**src/rtl/mem_if_pkg.sv**
```systemverilog
// rtl/mem_if_pkg.sv - shared widths, arbiter state encoding and client ids
package mem_if_pkg;

    localparam int ADDR_W_DEF = 28;
    localparam int DATA_W_DEF = 128;

    localparam logic [1:0] ST_IDLE  = 2'd0;
    localparam logic [1:0] ST_GNT_I = 2'd1;
    localparam logic [1:0] ST_GNT_D = 2'd2;

    localparam logic CLI_I = 1'b0;
    localparam logic CLI_D = 1'b1;

endpackage

```
**src/rtl/mem_port_arbiter.sv**
```systemverilog
// rtl/mem_port_arbiter.sv - shares one slow-memory port between I-cache and D-cache
module mem_port_arbiter
    import mem_if_pkg::*;
#(
    parameter int ADDR_W       = ADDR_W_DEF,
    parameter int DATA_W       = DATA_W_DEF,
    parameter bit FIXED_D_PRIO = 1'b0
) (
    input  logic              clk,
    input  logic              rst_n,
    input  logic              i_read,
    input  logic              i_write,
    input  logic [ADDR_W-1:0] i_addr,
    input  logic [DATA_W-1:0] i_wdata,
    output logic [DATA_W-1:0] i_rdata,
    output logic              i_ready,
    input  logic              d_read,
    input  logic              d_write,
    input  logic [ADDR_W-1:0] d_addr,
    input  logic [DATA_W-1:0] d_wdata,
    output logic [DATA_W-1:0] d_rdata,
    output logic              d_ready,
    output logic              mem_read,
    output logic              mem_write,
    output logic [ADDR_W-1:0] mem_addr,
    output logic [DATA_W-1:0] mem_wdata,
    input  logic [DATA_W-1:0] mem_rdata,
    input  logic              mem_ready,
    output logic              busy
);

    logic [1:0]        state_q, state_d;
    logic              last_q, last_d;
    logic              mem_read_q, mem_read_d;
    logic              mem_write_q, mem_write_d;
    logic [ADDR_W-1:0] mem_addr_q, mem_addr_d;
    logic [DATA_W-1:0] mem_wdata_q, mem_wdata_d;
    logic              busy_q, busy_d;

    logic i_req, d_req, grant_d;

    assign i_req = i_read | i_write;
    assign d_req = d_read | d_write;
    // On a tie D wins when fixed priority is set or when I was served last.
    assign grant_d = d_req & (~i_req | FIXED_D_PRIO | (last_q == CLI_I));

    always_comb begin
        state_d     = state_q;
        last_d      = last_q;
        mem_read_d  = mem_read_q;
        mem_write_d = mem_write_q;
        mem_addr_d  = mem_addr_q;
        mem_wdata_d = mem_wdata_q;
        busy_d      = busy_q;
        case (state_q)
            ST_IDLE: begin
                if (i_req | d_req) begin
                    busy_d = 1'b1;
                    if (grant_d) begin
                        mem_read_d  = d_read;
                        mem_write_d = d_write;
                        mem_addr_d  = d_addr;
                        mem_wdata_d = d_wdata;
                        state_d     = ST_GNT_D;
                    end else begin
                        mem_read_d  = i_read;
                        mem_write_d = i_write;
                        mem_addr_d  = i_addr;
                        mem_wdata_d = i_wdata;
                        state_d     = ST_GNT_I;
                    end
                end
            end
            ST_GNT_I, ST_GNT_D: begin
                // Returning to IDLE forces one idle cycle before any new grant.
                if (mem_ready) begin
                    mem_read_d  = 1'b0;
                    mem_write_d = 1'b0;
                    busy_d      = 1'b0;
                    last_d      = (state_q == ST_GNT_D) ? CLI_D : CLI_I;
                    state_d     = ST_IDLE;
                end
            end
            default: begin
                mem_read_d  = 1'b0;
                mem_write_d = 1'b0;
                busy_d      = 1'b0;
                state_d     = ST_IDLE;
            end
        endcase
    end

    always_ff @(posedge clk or negedge rst_n) begin
        if (!rst_n) begin
            state_q     <= ST_IDLE;
            last_q      <= CLI_I;
            mem_read_q  <= 1'b0;
            mem_write_q <= 1'b0;
            mem_addr_q  <= '0;
            mem_wdata_q <= '0;
            busy_q      <= 1'b0;
        end else begin
            state_q     <= state_d;
            last_q      <= last_d;
            mem_read_q  <= mem_read_d;
            mem_write_q <= mem_write_d;
            mem_addr_q  <= mem_addr_d;
            mem_wdata_q <= mem_wdata_d;
            busy_q      <= busy_d;
        end
    end

    assign mem_read  = mem_read_q;
    assign mem_write = mem_write_q;
    assign mem_addr  = mem_addr_q;
    assign mem_wdata = mem_wdata_q;
    assign busy      = busy_q;

    assign i_ready = (state_q == ST_GNT_I) & mem_ready;
    assign d_ready = (state_q == ST_GNT_D) & mem_ready;
    assign i_rdata = mem_rdata;
    assign d_rdata = mem_rdata;

endmodule

```
**config.mk**
```make
export PLATFORM = sky130hd
export DESIGN_NAME = mem_port_arbiter
export DESIGN_NICKNAME = d
export VERILOG_FILES = /design/src/rtl/mem_if_pkg.sv /design/src/rtl/mem_port_arbiter.sv
export SDC_FILE = /design/constraint.sdc
export NUM_CORES = 1
export LEC_CHECK = 0
export CORE_AREA = 2 2 334 336
export CTS_CLUSTER_SIZE = 20
export DETAILED_ROUTE_END_ITERATION = 10
export DIE_AREA = 0 0 336 338
export PLACE_DENSITY = 0.32
export SETUP_SLACK_MARGIN = 0.5
export SLEW_MARGIN = 25
export SYNTH_ARGS = -nofsm -noshare
export SYNTH_HDL_FRONTEND = slang
export SYNTH_SLANG_ARGS = --single-unit
```
**constraint.sdc**
```tcl
create_clock -name clk -period 5.1 [get_ports clk]
set_input_delay 0.765 -clock clk [delete_from_list [all_inputs] [get_ports clk]]
set_output_delay 0.765 -clock clk [all_outputs]
set_load 0.005 [all_outputs]
```
==> impl_results.md, run 1 <==
- Run status: finished, final reports clean
- Launch point of the worst reg-to-reg path: state_q[0]
- Most used cell, CP: clkdlybuf4s50_1
- Iteration-0 DRC Markers: 517
- Compound-Gate Fraction of Synth Area: 0.269
- Setup violators final: 0
- Simple-Gate Fraction of Synth Area: 0.0676
- FP Rows: 122
- Critical path, cell by cell: clkdlybuf4s50_1, and2_1, clkdlybuf4s50_1
- Pwr Density: 527 mW/mm^2
- Yosys top cell area share: 0.412
- VDD IR max: 0.327 mV
- Maximum root-to-sink buffer count: 2
- Core Area: 0.110 sq mm
- Relative slew slack: 0.298
- DIE WIDTH: 336 um
- Routability Congestion: 0.722
- Total Wirelength: 49600 um
- Clk_skew: 0.0133 ns
- Starting Density: 0.0893
- Share of cells above drive strength 1: 0.0436
- Tot GR Track Use: 0.0848
- Final Max Slew Viols: 0
- Mux share of post-synthesis cell area: 0.00115
- Max Cap Viol: 0
- Synthesized area: 0.00983 sq mm
- Worst R2R Path Depth: 6
- Crit start category: input port
- Reg-to-reg setup timing slack: 2.84 ns
- Worst setup EP type: primary output
- Area delta synth->final: 52.7%
- Final Non-Filler Cells: 2842
- Overall power: 7.92 mW
- Final setup TNS: 0 ns
- Register area share after synthesis: 0.412
- Crit Path Max Fanout: 5
- Max Fclk: 355 MHz
- Crit path time final: 2.81 ns
- HP Class: in -> async
- Drt first pass iters: 4
- DP HPWL: 34400 um
- Dpl cells: 2809
- Vias post-DR: 9340
- Clk slew on worst S/H paths: 0.07 ns
- Critical path class: in -> out
- Die Height: 338 um
- Cell area after layout: 0.0150 sq mm
- GRT Residual Overflow: 0
- Placed cell area: 0.0144 sq mm
- Largest net degree at the start of global routing: 158
- Post-Synth Adder-Cell Area: 0.00382
- Initial antenna violation count: 4
- Syn. warnings: 0
- Ranking of synthesized cells by area: dfrtp_1, buf_4, a31oi_1
- Slowest CP cell: clkdlybuf4s50_1
- CTS tree: yes
- DR vias/cell: 3.29
- CTS H-tree depth: 4
- Largest family of logic cells by synthesized area: compound AO/OA/AOI/OAI gates
- CTS sink count: 162
- #FFs+latches synth: 162
- Syn Nets: 1632
- Worst path required time: 4.34 ns
- Full die area: 0.114 sq mm
- Vias in the first global route: 9917
- DRC violation count after routing: 0
- Worst path arrival time: 2.05 ns
- IO Pins: 864
- CTS buffer count: 17
- Post-synthesis cell type count: 27
- Root Driver: clkbuf_16
- Synth Area in XOR/XNOR: 0
- Fin crit share: 0.552
- RSZ-0062 raised after global routing: false
- CP peak stage delay: 0.59 ns
- Lkg Pwr: 5.14 nW
- First-pass GRT wire length: 70000 um
- Post-CTS sizing: 0
- Worst slew pin tran: 1.05 ns
- Syn Area/Cell: 8.32 sq um
- Antenna Nets Post-Route: 0
- Final Hold Fails: 0
- Worst-Skew Late Latency: 0.50 ns
- WL/cell: 17.5 um
- Reg-to-Reg End: mem_addr[18]
- Buffers on Ports: 479
- Cells after Synth: 1182
- Largest area contributor in the synthesized netlist: dfrtp_1
- Hold-fix buffers, CTS: 0
- Layout Nets: 1790
- Post CTS Setup Buffer Count: 0
placed cells by master (no fill, tap or decap), drive strengths merged:
cell type and count:
clkdlybuf4s50 478, dfrtp 162, a21oi 159, nor2 159, o21ai 157, a31oi 156
clkbuf 19, buf 19, inv 9, clkinv 6, nand2 4, o32ai 3
ha 3, bufinv 3, and2 2, nor3b 2, diode 1, o21a 1
or2 1, o41ai 1, o41a 1, nor4 1, nor2b 1, a2111oi 1
nand2b 1, a311o 1, mux2 1, o22a 1, clkinvlp 1
sequential cells by signal, indices dropped and copies added (netlist names):
signal,count
mem_wdata,128
mem_addr,28
state_q,2
busy,1
last_q,1
mem_read,1
mem_write,1
per-layer routing:
metal  part of all wire  GRT usage
met5            0.00026          0
met3              0.093     0.0358
met2               0.48      0.136
met1               0.38     0.0934
met4              0.045     0.0511
metrics by stage:
stage	util	setup slack, ns	hold WS [ns]
CTS	0.136	2.26	0.210
floorplan	-	3.28	0.469
global route	0.136	2.20	0.231
finish	0.136	2.29	0.245
detailed placement	0.131	1.95	0.514
global placement	0.131	1.94	0.507
cell usage after synthesis (all sizes together):
cell       n
o32ai      3
a2111oi    1
buf      315
nand2b     1
and2       2
a311o      1
o21ai    157
ha         3
o21a       1
a21oi    159
o41ai      1
nand2      4
nor3b      2
or2        1
nor4       1
o22a       1
dfrtp    162
nor2     159
o41a       1
nor2b      1
clkbuf    44
a31oi    156
inv        5
mux2       1
worst max path at each step:
stage / startpoint / end / slack [ns] / depth (start not counted)
floorplan: d_write / mem_addr[0] / 3.28 / 6
global placement: i_write / mem_wdata[99] / 1.94 / 5
detailed placement: i_write / mem_wdata[99] / 1.95 / 5
CTS: mem_ready / d_ready / 2.26 / 3
global route: mem_ready / d_ready / 2.20 / 3
finish: mem_ready / d_ready / 2.29 / 3
cells by family after synthesis:
group / after synthesis
compound gates: 481
buf+inv: 364
simple gates: 171
flops: 162
fa+ha+maj: 3
mux: 1
worst max-delay path, delay by kind of cell:
family                 cells  cell delay [ns]
buffers and inverters      2             1.12
and+or+nand+nor            1             0.16
where the power goes:
| group | switching, mW | leakage, nW | internal [mW] |
|---|---|---|---|
| sequential | 0.393 | 1.84 | 1.96 |
| clock | 0.694 | 0.304 | 0.793 |
| combinational | 2.04 | 3.00 | 2.04 |
| total | 3.13 | 5.14 | 4.78 |
layout make-up:
cell class,instances,area [sq um]
fillers,12600,95000
repair buffers,498,5050
flip-flops and latches,162,4050
multi-input cells,656,3400
well taps,1488,1860
clock buffers,18,439
clock inverters,14,179
inverters,5,18.8
diodes,1,2.50
Note: power is estimated with default switching activity, not from simulation.
==> run 2, diff against run 1 <==
CORE_AREA = 2 2 339 341   (was 2 2 334 336)
DIE_AREA = 0 0 341 343   (was 0 0 336 338)
clock period = 2.6 ns   (was 5.1 ns; I/O delays follow)
==> run 2 against run 1 <==
Effect of this change: final cell count rose by 2.2%; register-to-register slack got worse by 2.2 ns; clock power rose by 73%; total power rose by 96%; utilization fell by 0.066 points; count of clock-buffer cells in the layout did not move; sequential share of layout area fell by 0.66 points; critical path type is now reg -> out.
==> impl_results.md, run 2 (synthesis results as in run 1) <==
- Run status: finished, final reports clean (unchanged)
- Commonest cells after routing, fill and taps aside: clkdlybuf4s50_1, dfrtp_1, a21oi_1 (unchanged)
- Share of power burned in registers: 0.298 (was 0.297)
- RSZ-0062 raised after global routing: true (was false)
- Max Cap Viol: 0 (unchanged)
- Drt first pass iters: 5 (was 4)
- Final setup TNS: 0 ns (unchanged)
- Layout Nets: 1829 (was 1790)
- CTS buffer count: 17 (unchanged)
- Worst Path Buf+Inv: 2 (unchanged)
- Worst slew pin tran: 0.643 ns (was 1.05 ns)
- Worst setup EP type: primary output (unchanged)
- Vias post-DR: 9532 (was 9340)
- Reg-to-Reg End: mem_wdata[71] (was mem_addr[18])
- FP Rows: 124 (was 122)
- DRC violation count after routing: 0 (unchanged)
- Final Non-Filler Cells: 2904 (was 2842)
- Worst path required time: 2.21 ns (was 4.34 ns)
- Max Fclk: 486 MHz
- Internal power: 9.32 mW (was 4.78 mW)
- CP peak stage delay: 0.45 ns (was 0.59 ns)
- Maximum root-to-sink buffer count: 2 (unchanged)
- CTS tree: yes (unchanged)
- Worst R2R Path Depth: 6 (unchanged)
- Final Max Slew Viols: 0 (unchanged)
- Diode count: 0 (was 1)
- Worst-Skew Late Latency: 0.51 ns (was 0.50 ns)
- Psw: 6.22 mW (was 3.13 mW)
- Core Area: 0.113 sq mm (was 0.110 sq mm)
- Antenna Nets Post-Route: 0 (unchanged)
- Sw Share: 0.400 (was 0.396)
- Root Driver: clkbuf_16 (unchanged)
- Critical path class: reg -> out (was in -> out)
- First-pass GRT wire length: 69500 um (was 70000 um)
- Iteration-0 DRC Markers: 400 (was 517)
- Vias in the first global route: 9748 (was 9917)
- Commonest non-fill, non-tap cell in the layout: clkdlybuf4s50_1 (unchanged)
- Crit start category: register (was input port)
- DIE WIDTH: 341 um (was 336 um)
- Tot GR Track Use: 0.0823 (was 0.0848)
- HP Class: in -> async (unchanged)
- Buffers on Ports: 479 (unchanged)
- IO Pins: 864 (unchanged)
- Slowest CP cell: dfrtp_2 (was clkdlybuf4s50_1)
- VDD IR max: 0.520 mV (was 0.327 mV)
- Launch point of the worst reg-to-reg path: state_q[1] (was state_q[0])
- Area delta synth->final: 56.6% (was 52.7%)
- Largest net degree at the start of global routing: 84 (was 158)
- Fin crit share: 0.791
- Initial antenna violation count: 6 (was 4)
- Full die area: 0.117 sq mm (was 0.114 sq mm)
- Final Hold Fails: 0 (unchanged)
- GRT Residual Overflow: 0 (unchanged)
- Clk slew on worst S/H paths: 0.07 ns (about the same)
- Dpl cells: 2871 (was 2809)
- Relative slew slack: 0.572 (was 0.298)
- Max reg flops: 128 (unchanged)
- DP HPWL: 37200 um (was 34400 um)
- Pwr Density: 1010 mW/mm^2 (was 527 mW/mm^2)
- CTS H-tree depth: 4 (unchanged)
- Routability Congestion: 0.765 (was 0.722)
- Setup violators final: 0 (unchanged)
- DR vias/cell: 3.28 (was 3.29)
- Worst hold margin: 0.386 ns (was 0.245 ns)
- Starting Density: 0.0867 (was 0.0893)
- Reg-to-reg setup timing slack: 0.66 ns (was 2.84 ns)
- CTS sink count: 162 (unchanged)
- Overall power: 15.5 mW (was 7.92 mW)
- Worst Slack Setup Final: 0.543 ns (was 2.29 ns)
- Clk_skew: 0.0151 ns (was 0.0133 ns)
- Gate power share: 0.536 (was 0.515)
- WL/cell: 17.3 um (was 17.5 um)
- Post CTS Setup Buffer Count: 0 (unchanged)
- Crit Path Max Fanout: 3 (was 5)
- Critical path, cell by cell: inv_2, ha_4, and2_4, clkdlybuf4s15_2 (was clkdlybuf4s50_1, and2_1, clkdlybuf4s50_1)
- Place WS: 0.126 ns (was 1.95 ns)
- Worst path top cell family by delay: flip-flops (was buffers and inverters)
- Share of cells above drive strength 1: 0.0747 (was 0.0436)
- Worst path arrival time: 1.67 ns (was 2.05 ns)
- Clock Power Share: 0.166 (was 0.188)
- Die Height: 343 um (was 338 um)
- Lkg Pwr: 5.32 nW (was 5.14 nW)
- Total Wirelength: 50200 um (was 49600 um)
- Crit path time final: 2.06 ns
## run 2: worst max path at each step
stage,startpoint,to,slack (ns),cells past startpoint
after floorplan,state_q[0],mem_addr[0],0.99,7
after global placement,mem_ready,d_ready,0.17,3
after detailed placement,d_write,state_q[0],0.13,4
after CTS,state_q[0],d_ready,0.38,4
after global routing,state_q[0],d_ready,0.42,4
final,state_q[0],d_ready,0.54,4
## run 2: layer usage
layer / track usage / vias to the layer above / routed length (um)
met5: 0 / - / 11
met4: 0.0570 / 2 / 3100
met3: 0.0341 / 208 / 4810
met1: 0.0925 / 4525 / 19400
met2: 0.127 / 524 / 22800
li1: - / 4273 / -
## run 2: repair_timing
item,4_1_cts,5_1_grt
gates resized for setup,11,5
hold buffers,1,0
endpoints found under the setup margin,4,8
hold endpoints to repair,30,0
pin swaps,0,0
## run 2: final cells by class
class | instances | area [sq um]
sequential | 162 | 4060
inverter | 5 | 18.8
timing repair buffer | 537 | 5460
fill | 12900 | 98000
clock buffer | 18 | 429
multi-input combinational | 656 | 3430
tap | 1512 | 1890
clock inverter | 14 | 105
## run 2: through the flow
step	utilization	cell area, sq um
floorplan	-	9830
global placement	0.131	14800
detailed placement	0.131	14800
CTS	0.136	15400
global route	0.136	15400
finish	0.136	15400
## run 2: power groups by stage
stage / logic, mW / registers [mW] / clock network (mW)
after detailed placement: 8.49 / 4.66 / 0
after CTS: 8.50 / 4.64 / 2.78
after floorplan: 3.63 / 4.64 / 0
after global routing: 9.14 / 4.80 / 2.85
after global placement: 8.49 / 4.67 / 0
final: 8.33 / 4.62 / 2.58
==> run 3, diff against run 2 <==
clock period = 2 ns   (was 2.6 ns; I/O delays follow)
==> run 3 against run 2 <==
Effect of this change: total power is 37% higher; design area increased by 7.7%; largest cell class unchanged; highest routed layer unchanged; sequential power is 30% higher; critical path depth increased by 3.
==> impl_results.md, run 3 (synthesis results as in run 1) <==
- Dpl cells: 2911 (was 2871)
- CTS sink count: 162 (unchanged)
- DIE WIDTH: 341 um (unchanged)
- Worst hold margin: 0.344 ns (was 0.386 ns)
- Crit start category: register (unchanged)
- WL/cell: 17.8 um (was 17.3 um)
- Largest net degree at the start of global routing: 71 (was 84)
- Setup violators final: 0 (unchanged)
- Vias post-DR: 9734 (was 9532)
- Sw Share: 0.394 (was 0.400)
- Initial antenna violation count: 4 (was 6)
- Crit path time final: 1.77 ns
- Met2 Use GR: 0.141 (was 0.127)
- Vias in the first global route: 10.1k (was 9748)
- Starting Density: 0.0867 (unchanged)
- Worst path arrival time: 2.15 ns (was 1.67 ns)
- Psw: 8.40 mW (was 6.22 mW)
- Crit Path Max Fanout: 22 (was 3)
- Die Height: 343 um (unchanged)
- Fin crit share: 0.885
- Area delta synth->final: 68.6% (was 56.6%)
- Clk slew on worst S/H paths: 0.08 ns (was 0.07 ns)
- Critical path class: reg -> reg (was reg -> out)
- Max reg flops: 128 (unchanged)
- Iteration-0 DRC Markers: 491 (was 400)
- DP HPWL: 39500 um (was 37200 um)
- IO Pins: 864 (unchanged)
- Buffers on Ports: 479 (unchanged)
- Met3 Usage GRT: 0.0341 (unchanged)
- CTS tree: yes (unchanged)
- CTS buffer count: 17 (unchanged)
- HP Class: in -> reg (was in -> async)
- Full die area: 0.117 sq mm (unchanged)
- Share of cells above drive strength 1: 0.142 (was 0.0747)
- Clk_skew: 0.0169 ns (was 0.0151 ns)
- Run status: finished, final reports clean (unchanged)
- DR vias/cell: 3.27 (was 3.28)
- Reg-to-reg setup timing slack: 0.23 ns (was 0.66 ns)
- Lkg Pwr: 6.88 nW (was 5.32 nW)
- Final setup TNS: 0 ns (unchanged)
- VDD IR max: 0.626 mV (was 0.520 mV)
- First-pass GRT wire length: 72300 um (was 69500 um)
- Max Fclk: 565 MHz
- Clock Power Share: 0.162 (was 0.166)
- Share of power burned in registers: 0.281 (was 0.298)
- Final Max Slew Viols: 0 (unchanged)
- Final core utilization: 0.146 (was 0.136)
- M1 GR Usage: 0.0903 (was 0.0925)
- Root Driver: clkbuf_16 (unchanged)
- Commonest non-fill, non-tap cell in the layout: clkdlybuf4s50_1 (unchanged)
- RSZ-0062 raised after global routing: true (unchanged)
- Final Non-Filler Cells: 2975 (was 2904)
- GRT Residual Overflow: 0 (unchanged)
- Pwr Density: 1290 mW/mm^2 (was 1010 mW/mm^2)
- Antenna Nets Post-Route: 0 (unchanged)
- Tot GR Track Use: 0.0848 (was 0.0823)
- Core Area: 0.113 sq mm (unchanged)
- Routability Congestion: 0.757 (was 0.765)
- Layout Nets: 1900 (was 1829)
- Max Cap Viol: 0 (unchanged)
- Commonest cells after routing, fill and taps aside: clkdlybuf4s50_1, dfrtp_1, nor2_1, a21oi_1, o21ai_0 (was clkdlybuf4s50_1, dfrtp_1, a21oi_1)
- FP Rows: 124 (unchanged)
- Worst setup EP type: register (was primary output)
- Maximum root-to-sink buffer count: 2 (unchanged)
- Worst slew pin tran: 0.572 ns (was 0.643 ns)
- Drt first pass iters: 5 (unchanged)
- Total Wirelength: 53100 um (was 50200 um)
- Relative slew slack: 0.619 (was 0.572)
- CTS H-tree depth: 4 (unchanged)
- Gate power share: 0.557 (was 0.536)
- Worst-Skew Late Latency: 0.50 ns (was 0.51 ns)
- Internal power: 12.9 mW (was 9.32 mW)
- Final Hold Fails: 0 (unchanged)
- DRC violation count after routing: 0 (unchanged)
- Worst path required time: 2.38 ns (was 2.21 ns)
- Gr busiest metal: met2 (unchanged)
## run 3: cell types whose count changed in the layout (fill, tap and decap cells not counted), sizes merged, moves of 3 or more
cell           delta
clkdlybuf4s50   -158
buf              +86
clkinvlp          -3
clkbuf            +6
clkdlybuf4s15     +5
inv               -4
dlymetal6s2s    +136
diode             +3
## run 3: final timing paths
kind / start / to / depth (start not counted)
max: state_q[0] / mem_wdata[84] / 7
min: i_wdata[110] / mem_wdata[110] / 3
max in group asynchronous: rst_n / mem_wdata[117] / 3
max reg2reg: state_q[0] / mem_wdata[84] / 7
min in group asynchronous: rst_n / mem_addr[4] / 2
min reg2reg: busy / busy / 1
## run 3: layout make-up
class	count	area (sq um)
diodes	3	7.51
clock buffers	20	437
clock inverters	9	111
fillers	12800	96800
inverters	5	21.3
multi-input cells	656	3540
flip-flops and latches	162	4060
well taps	1512	1890
repair buffers	608	6510
## run 3: power by group through the flow
stage / registers (mW) / clock network (mW) / logic [mW]
3_3_place_gp: 6.11 / 0 / 11.6
6_report: 5.99 / 3.46 / 11.9
2_1_floorplan: 6.03 / 0 / 4.74
4_1_cts: 6.07 / 3.67 / 11.7
3_5_place_dp: 6.08 / 0 / 11.5
5_1_grt: 6.19 / 3.76 / 13.1
## run 3: repair_timing
| action | in CTS | in global routing |
|---|---|---|
| hold buffers | 1 | 0 |
| endpoints found under the hold margin | 33 | 0 |
| endpoints found under the setup margin | 322 | 300 |
| cloned | 1 | 3 |
| setup buffers | 4 | 23 |
| resized for setup | 106 | 155 |
| pin swaps | 0 | 1 |
## run 3: per-layer routing
layer  up-vias  share of wire
met5         -        0.00038
met4         4          0.045
met3       137          0.090
met2       491           0.49
met1      4678           0.38
li1       4424              -
## run 3: worst max-delay path, stage by stage, from the launching register on
cell and delay (ns):
dfrtp_2 0.46, inv_4 0.09, ha_2 0.25, o41ai_4 0.13, buf_12 0.18, buf_12 0.18, a31oi_1 0.21, a21oi_1 0.10
## run 3: stage by stage
stage	setup WS (ns)	power (mW)	instance area (sq um)
6_report	0.230	21.3	16600
5_1_grt	0.150	23.0	16600
4_1_cts	0.166	21.5	15900
3_5_place_dp	-0.426	17.6	15200
3_3_place_gp	-0.416	17.7	15200
2_1_floorplan	0.450	10.8	9840
